## src/rtl/interrupt_controller.sv

```systemverilog
// rtl/interrupt_controller.sv - four-source priority interrupt controller with mask, ack/return handshake and post-return holdoff
// Optional feature: define INT_EDGE_DETECT_EN for rising-edge source detection (default build is level-sensitive).
module interrupt_controller #(
    parameter logic [7:0] VEC_BASE       = 8'hF0,
    parameter logic [7:0] VEC_STRIDE     = 8'h04,
    parameter logic [2:0] HOLDOFF_CYCLES = 3'd3
) (
    input  logic       clk,
    input  logic       reset,
    input  logic [3:0] irq_src,
    input  logic       mask_wr,
    input  logic [3:0] mask_in,
    input  logic       int_ack,
    input  logic       int_ret,
    output logic       interrupt,
    output logic [7:0] vector,
    output logic [1:0] active_id,
    output logic       busy,
    output logic [3:0] pending,
    output logic [3:0] mask
);

    typedef enum logic [1:0] {
        S_IDLE,
        S_REQ,
        S_SERVICE,
        S_HOLDOFF
    } state_t;

    state_t     state;
    state_t     state_nx;
    logic [2:0] cnt;
    logic [2:0] cnt_nx;
    logic       interrupt_nx;
    logic       busy_nx;
    logic [7:0] vector_nx;
    logic [1:0] active_id_nx;
    logic [3:0] pending_nx;
    logic [3:0] mask_nx;
    logic [3:0] set;
    logic [3:0] clr;
    logic [3:0] eligible;
    logic [3:0] active_onehot;
    logic [1:0] winner;

`ifdef INT_EDGE_DETECT_EN
    logic [3:0] irq_src_q;

    // Previous-cycle copy of the sources so a held-high line pends only once.
    always_ff @(posedge clk or negedge reset) begin
        if (!reset) begin
            irq_src_q <= 4'd0;
        end else begin
            irq_src_q <= irq_src;
        end
    end

    assign set = irq_src & ~irq_src_q;
`else
    assign set = irq_src;
`endif

    assign eligible      = pending & ~mask;
    assign active_onehot = 4'b0001 << active_id;

    // Fixed-priority pick: the lowest-index eligible source wins.
    always_comb begin
        winner = 2'd0;
        for (int i = 3; i >= 0; i--) begin
            if (eligible[i]) begin
                winner = 2'(i);
            end
        end
    end

    // Next-state and next-output logic; every output is a register so this only computes D inputs.
    always_comb begin
        state_nx     = state;
        cnt_nx       = cnt;
        interrupt_nx = interrupt;
        busy_nx      = busy;
        vector_nx    = vector;
        active_id_nx = active_id;
        clr          = 4'd0;
        mask_nx      = mask_wr ? mask_in : mask;
        unique case (state)
            S_IDLE: begin
                if (|eligible) begin
                    state_nx     = S_REQ;
                    interrupt_nx = 1'b1;
                    active_id_nx = winner;
                    vector_nx    = VEC_BASE + ({6'd0, winner} * VEC_STRIDE);
                end
            end
            S_REQ: begin
                // The ack beats a simultaneous masking write: once the core has jumped it must be serviced.
                if (int_ack) begin
                    clr          = active_onehot;
                    state_nx     = S_SERVICE;
                    interrupt_nx = 1'b0;
                    busy_nx      = 1'b1;
                end else if (mask_wr && |(mask_in & active_onehot)) begin
                    state_nx     = S_IDLE;
                    interrupt_nx = 1'b0;
                end
            end
            S_SERVICE: begin
                if (int_ret) begin
                    if (HOLDOFF_CYCLES == 3'd0) begin
                        state_nx = S_IDLE;
                        busy_nx  = 1'b0;
                    end else begin
                        state_nx = S_HOLDOFF;
                        cnt_nx   = HOLDOFF_CYCLES;
                    end
                end
            end
            S_HOLDOFF: begin
                cnt_nx = cnt - 3'd1;
                if (cnt == 3'd1) begin
                    state_nx = S_IDLE;
                    busy_nx  = 1'b0;
                end
            end
            default: begin
                state_nx = S_IDLE;
            end
        endcase
        pending_nx = (pending & ~clr) | set;
    end

    // State, counter and registered outputs.
    always_ff @(posedge clk or negedge reset) begin
        if (!reset) begin
            state     <= S_IDLE;
            cnt       <= 3'd0;
            interrupt <= 1'b0;
            busy      <= 1'b0;
            vector    <= VEC_BASE;
            active_id <= 2'd0;
            pending   <= 4'd0;
            mask      <= 4'd0;
        end else begin
            state     <= state_nx;
            cnt       <= cnt_nx;
            interrupt <= interrupt_nx;
            busy      <= busy_nx;
            vector    <= vector_nx;
            active_id <= active_id_nx;
            pending   <= pending_nx;
            mask      <= mask_nx;
        end
    end

endmodule

```

## config.mk

```make
export PLATFORM = sky130hd
export DESIGN_NAME = interrupt_controller
export DESIGN_NICKNAME = d
export VERILOG_FILES = /design/src/rtl/interrupt_controller.sv
export SDC_FILE = /design/constraint.sdc
export NUM_CORES = 1
export LEC_CHECK = 0
export ABC_AREA = 1
export BUFFER_PORTS_ARGS = -buffer_cell sky130_fd_sc_hd__buf_2
export CAP_MARGIN = 20
export CORE_MARGIN = 2
export CORE_UTILIZATION = 45
export CTS_CLUSTER_SIZE = 24
export DETAILED_ROUTE_END_ITERATION = 10
export PLACE_DENSITY = 0.79
export SYNTH_ARGS = -nofsm -noshare
export SYNTH_HDL_FRONTEND = slang
export SYNTH_SLANG_ARGS = --single-unit
```

## constraint.sdc

```tcl
create_clock -name clk -period 2.5 [get_ports clk]
set_input_delay 0.5 -clock clk [delete_from_list [all_inputs] [get_ports clk]]
set_output_delay 0.5 -clock clk [all_outputs]
set_load 0.01 [all_outputs]
```

Word level (Yosys, flattened, before mapping)
Index checks and enable logic that the tools add are counted. W data, S select, Z words.

Bits in registers: 25. Input bits: 13. Output and inout port bits: 20. Logic and storage cells: 59.

Add/subtract/negate cells: 2. Equal/unequal tests: 9. Shifts and indexed selects: 1. Muxes and demuxes: 21. Bitwise gates (word level): 6. Reductions and logical operators: 12.

Operator list (number): $mux W2 (9); $and A4 B4 Y4 (3); $mux W4 (2); $ne A2 B2 Y1 const B (4); $not A4 Y4 (2); $pmux W2 S4 (1); $reduce_or A4 Y1 (2); $add A5 B5 Y6 const A (1); $pmux W3 S2 (1); $reduce_and A3 Y1 (2); $reduce_bool A2 Y1 (3); $mux W1 (5); $eq A2 B2 Y1 const B (2); $or A4 B4 Y4 (1); $pmux W1 S2 (2); $reduce_and A2 Y1 (2); $reduce_and A4 Y1 (1); $shl A1 B2 Y4 const A (1); $eq A3 B1 Y1 const B (1); $mux W3 (1); $ne A3 B3 Y1 const B (1); $sub A3 B1 Y3 const B (1); $eq A2 B1 Y1 const B (1); $logic_not A2 Y1 (1); $logic_and A1 B1 Y1 (1).

Logic depth before layout (Yosys ltp)
Depth after elaboration: 7. Mapped depth: 9. Gate-level depth less buffers: 9.

Worst setup path after synthesis
No wires, ideal clock.

Kind: register to register. Start point: register pending[1]. End point: register (tool-made name). Setup time: 0.119 ns. Data arrival time: 1.030 ns. Data required time: 2.381 ns. Slack: 1.352 ns. Cell stages (with the launch flop): 8. Path buffers: 0. Period minus slack after synthesis: 1.148 ns. Cells stage by stage: dfrtp_1 -> inv_1 -> o21ai_0 -> nor2_1 -> nor2_2 -> nand3_1 -> nand2_1 -> nand2_1.

RTL lines: start, declared (line 19) `output logic [3:0] pending,`; start signal, assigned (line 150) `pending <= pending_nx;`.

==> summary.txt <==
Critical path
  • Crit path buf inv count: 1
  • CP peak stage delay: between 0.5 and 0.6 ns
  • CP Launch Type: flip-flop
  • Crit path kind: flip-flop to primary output
  • CP Cell Sequence: buf_2
  • Crit path DAT: a little under 1 ns
  • Critical Path RT: approximately 2.0 ns
  • Slowest stage cell, crit path: dfrtp_1
  • Top delay family on crit path: flip-flops
  • CP max FO: 8
  • Crit end category: primary output

Routing
  • Detailed Route WL: 1.782 mm
  • Antenna viol nets, final: 0
  • Via density: between 4 and 5
  • Pre-Repair DR Iteration Count: 4
  • Drt initial violations: 13
  • WL/cell: 10.87 µm
  • Residual DRC: 0
  • DR vias: just under 800

Place
  • GPL Wtd Cong: about 0.76
  • DP Cell Count: 160
  • Port Buffer Count: 26
  • Dpl hpwl: ~1.5 mm

Final layout
  • Synth-to-Final Area Change: 16.16%
  • Register area: about 430 µm²
  • Fraction of layout cells with a size suffix above 1: 26.28%
  • Layout net count: 153
  • Ant diodes: 0
  • Post-route core utilization: a little over half
  • # fillers: 212
  • Multi-input gate area: 367.9 µm²
  • Non-filler cells, final: ~160

Clocking
  • CTS clock-pin slew for the worst setup and hold paths: around 0.09 ns
  • Longest Clk Path Bufs: 2
  • Post-CTS setup buffers: 0
  • CTS H-tree depth: 1
  • Clock latency on the worst-skew pair: approximately 0.28 ns
  • Clock Sink Count: 17
  • CTS tree: yes
  • CTS buffer count: 3
  • Hold_buf cts: 0
  • CTS root buffer: clkbuf_4
  • CTS-repair resized insts: 0

Pwr
  • P per Cell Area: 972.9 nW/µm²
  • VDD IR max: between 0.0004 and 0.0005 V
  • Leakage dissipation: 0.5629 nW

Logic synthesis
  • Avg Cell Area, Syn: 8.093 µm²
  • Synthesized area: 898.4 µm²
  • Seq cells post-synth: 17
  • Yosys warns: 0
  • Cell variety after synth: 20
  • Cell count after synthesis: about 110
  • Sequential fraction of the synthesis area: 47.35%

STA
  • Clock Skew: 0.004860 ns
  • Slew Limit Fails: 0
  • Final min period: ~1.5 ns
  • Final hold viol count: 0
  • Max Clock Freq: about 670 MHz
  • Final Setup Violations: 0
  • RSZ-0062 raised after global routing: no
  • Final worst path period share: roughly three fifths
  • Setup TNS: 0 ns

Global routing
  • Vias in the first global route: roughly 780
  • Initial antenna violation count: 0
  • First-pass GRT wire length: ~3.2 mm
  • Grt ovf: 0
  • Largest net degree at the start of global routing: 18
  • Tot GR Track Use: 17.48%

Outcome
  • Status: finished, final reports clean

Floorplan
  • Std cell rows: 16
  • Die X: 48.68 µm
  • Die Span Y: roughly 49 µm
  • Core ar.: a little under 2000 µm²
  • Die ar.: 2370 µm²
  • # IOs: 33
  • Starting Density: between 40 and 50%

Worst hold path
  • Hold Crit Class: primary input to async pin

Flow run
  • Max_cap viols: 0
power by group:
part           switching (W)  leakage (nW)  internal [W]
logic               0.000261         0.359      0.000167
registers          0.0000914         0.189      0.000358
clock network      0.0000764        0.0150     0.0000619
total               0.000429         0.563      0.000587
cell type report:
| class | count | area share [%] |
|---|---|---|
| multi-input combinational | 74 | 35.25 |
| timing repair buffer | 26 | 12.47 |
| inverter | 16 | 5.755 |
| clock buffer | 4 | 2.518 |
| sequential | 17 | 40.77 |
| tap | 27 | 3.237 |
placed cells by master (no fill, tap or decap), drive strengths merged:
cell and instances:
a21o 1, a21oi 4, a22oi 2, buf 26
clkbuf 4, conb 6, dfrtp 17, ha 2
inv 16, mux2 1, nand2 27, nand3 8
nor2 6, nor3 2, o21ai 11, o21bai 1
o31ai 3
cells in the mapped netlist (all sizes together):
| cell | count | area, µm² |
|---|---|---|
| o21bai | 1 | 7.510 |
| nand2 | 27 | 103.9 |
| o21ai | 11 | 55.05 |
| o31ai | 3 | 22.52 |
| nand3 | 8 | 40.04 |
| conb | 2 | 7.510 |
| inv | 16 | 60.06 |
| nor2 | 6 | 27.52 |
| mux2 | 1 | 11.26 |
| ha | 2 | 25.02 |
| dfrtp | 17 | 425.4 |
| a22oi | 2 | 15.01 |
| nor3 | 2 | 10.01 |
| a21o | 1 | 7.510 |
| buf | 8 | 60.06 |
| a21oi | 4 | 20.02 |
worst paths after layout:
kind	from	endpoint	cells past startpoint	slack, ns
max	active_id[1]	vector[3]	1	1.01
min	reset	busy	1	0.11
max in group asynchronous	reset	pending[0]	1	2.12
min reg2reg	busy	busy	2	0.51
max reg2reg	cnt[1]	flip-flop	9	1.25
min in group clk	irq_src[2]	pending[2]	3	0.39
registers in the layout (all words and copies together) (netlist names), named ones only:
signal     count
pending        4
mask           4
cnt            3
active_id      2
interrupt      1
busy           1
state          1
metal layers:
metal	vias up	routed length (µm)	track usage, %
met5	-	0	0
met4	0	10	8.571
met3	2	117	4.012
met2	26	944	30.82
met1	365	708	19.72
li1	396	-	-
cells by family (layout without fill, tap and decap cells):
| logic type | after synthesis | count (layout) | share of synthesized area [%] |
|---|---|---|---|
| AND/OR/NAND/NOR | 43 | 43 | 20.19 |
| buffers and inverters | 24 | 46 | 13.37 |
| AO/OA/AOI/OAI | 22 | 22 | 14.21 |
| flip-flops | 17 | 17 | 47.35 |
| adder cells (fa/ha/maj) | 2 | 2 | 2.785 |
| other | 2 | 6 | 0.8360 |
| multiplexers | 1 | 1 | 1.253 |
stage by stage:
stage          setup slack (ns)   power, W  hold WS [ns]  instance area [µm²]
6_report                  1.008   0.001015        0.1107                 1044
5_1_grt                  0.9304   0.001121        0.1296                 1044
4_1_cts                  0.9911   0.001033        0.1223                 1044
3_5_place_dp              1.247  0.0008911        0.4380                 1017
3_3_place_gp              1.281  0.0008698        0.4385                 1017
2_1_floorplan             1.352  0.0007613        0.2044                913.4
Note: power is estimated with default switching activity, not from simulation.
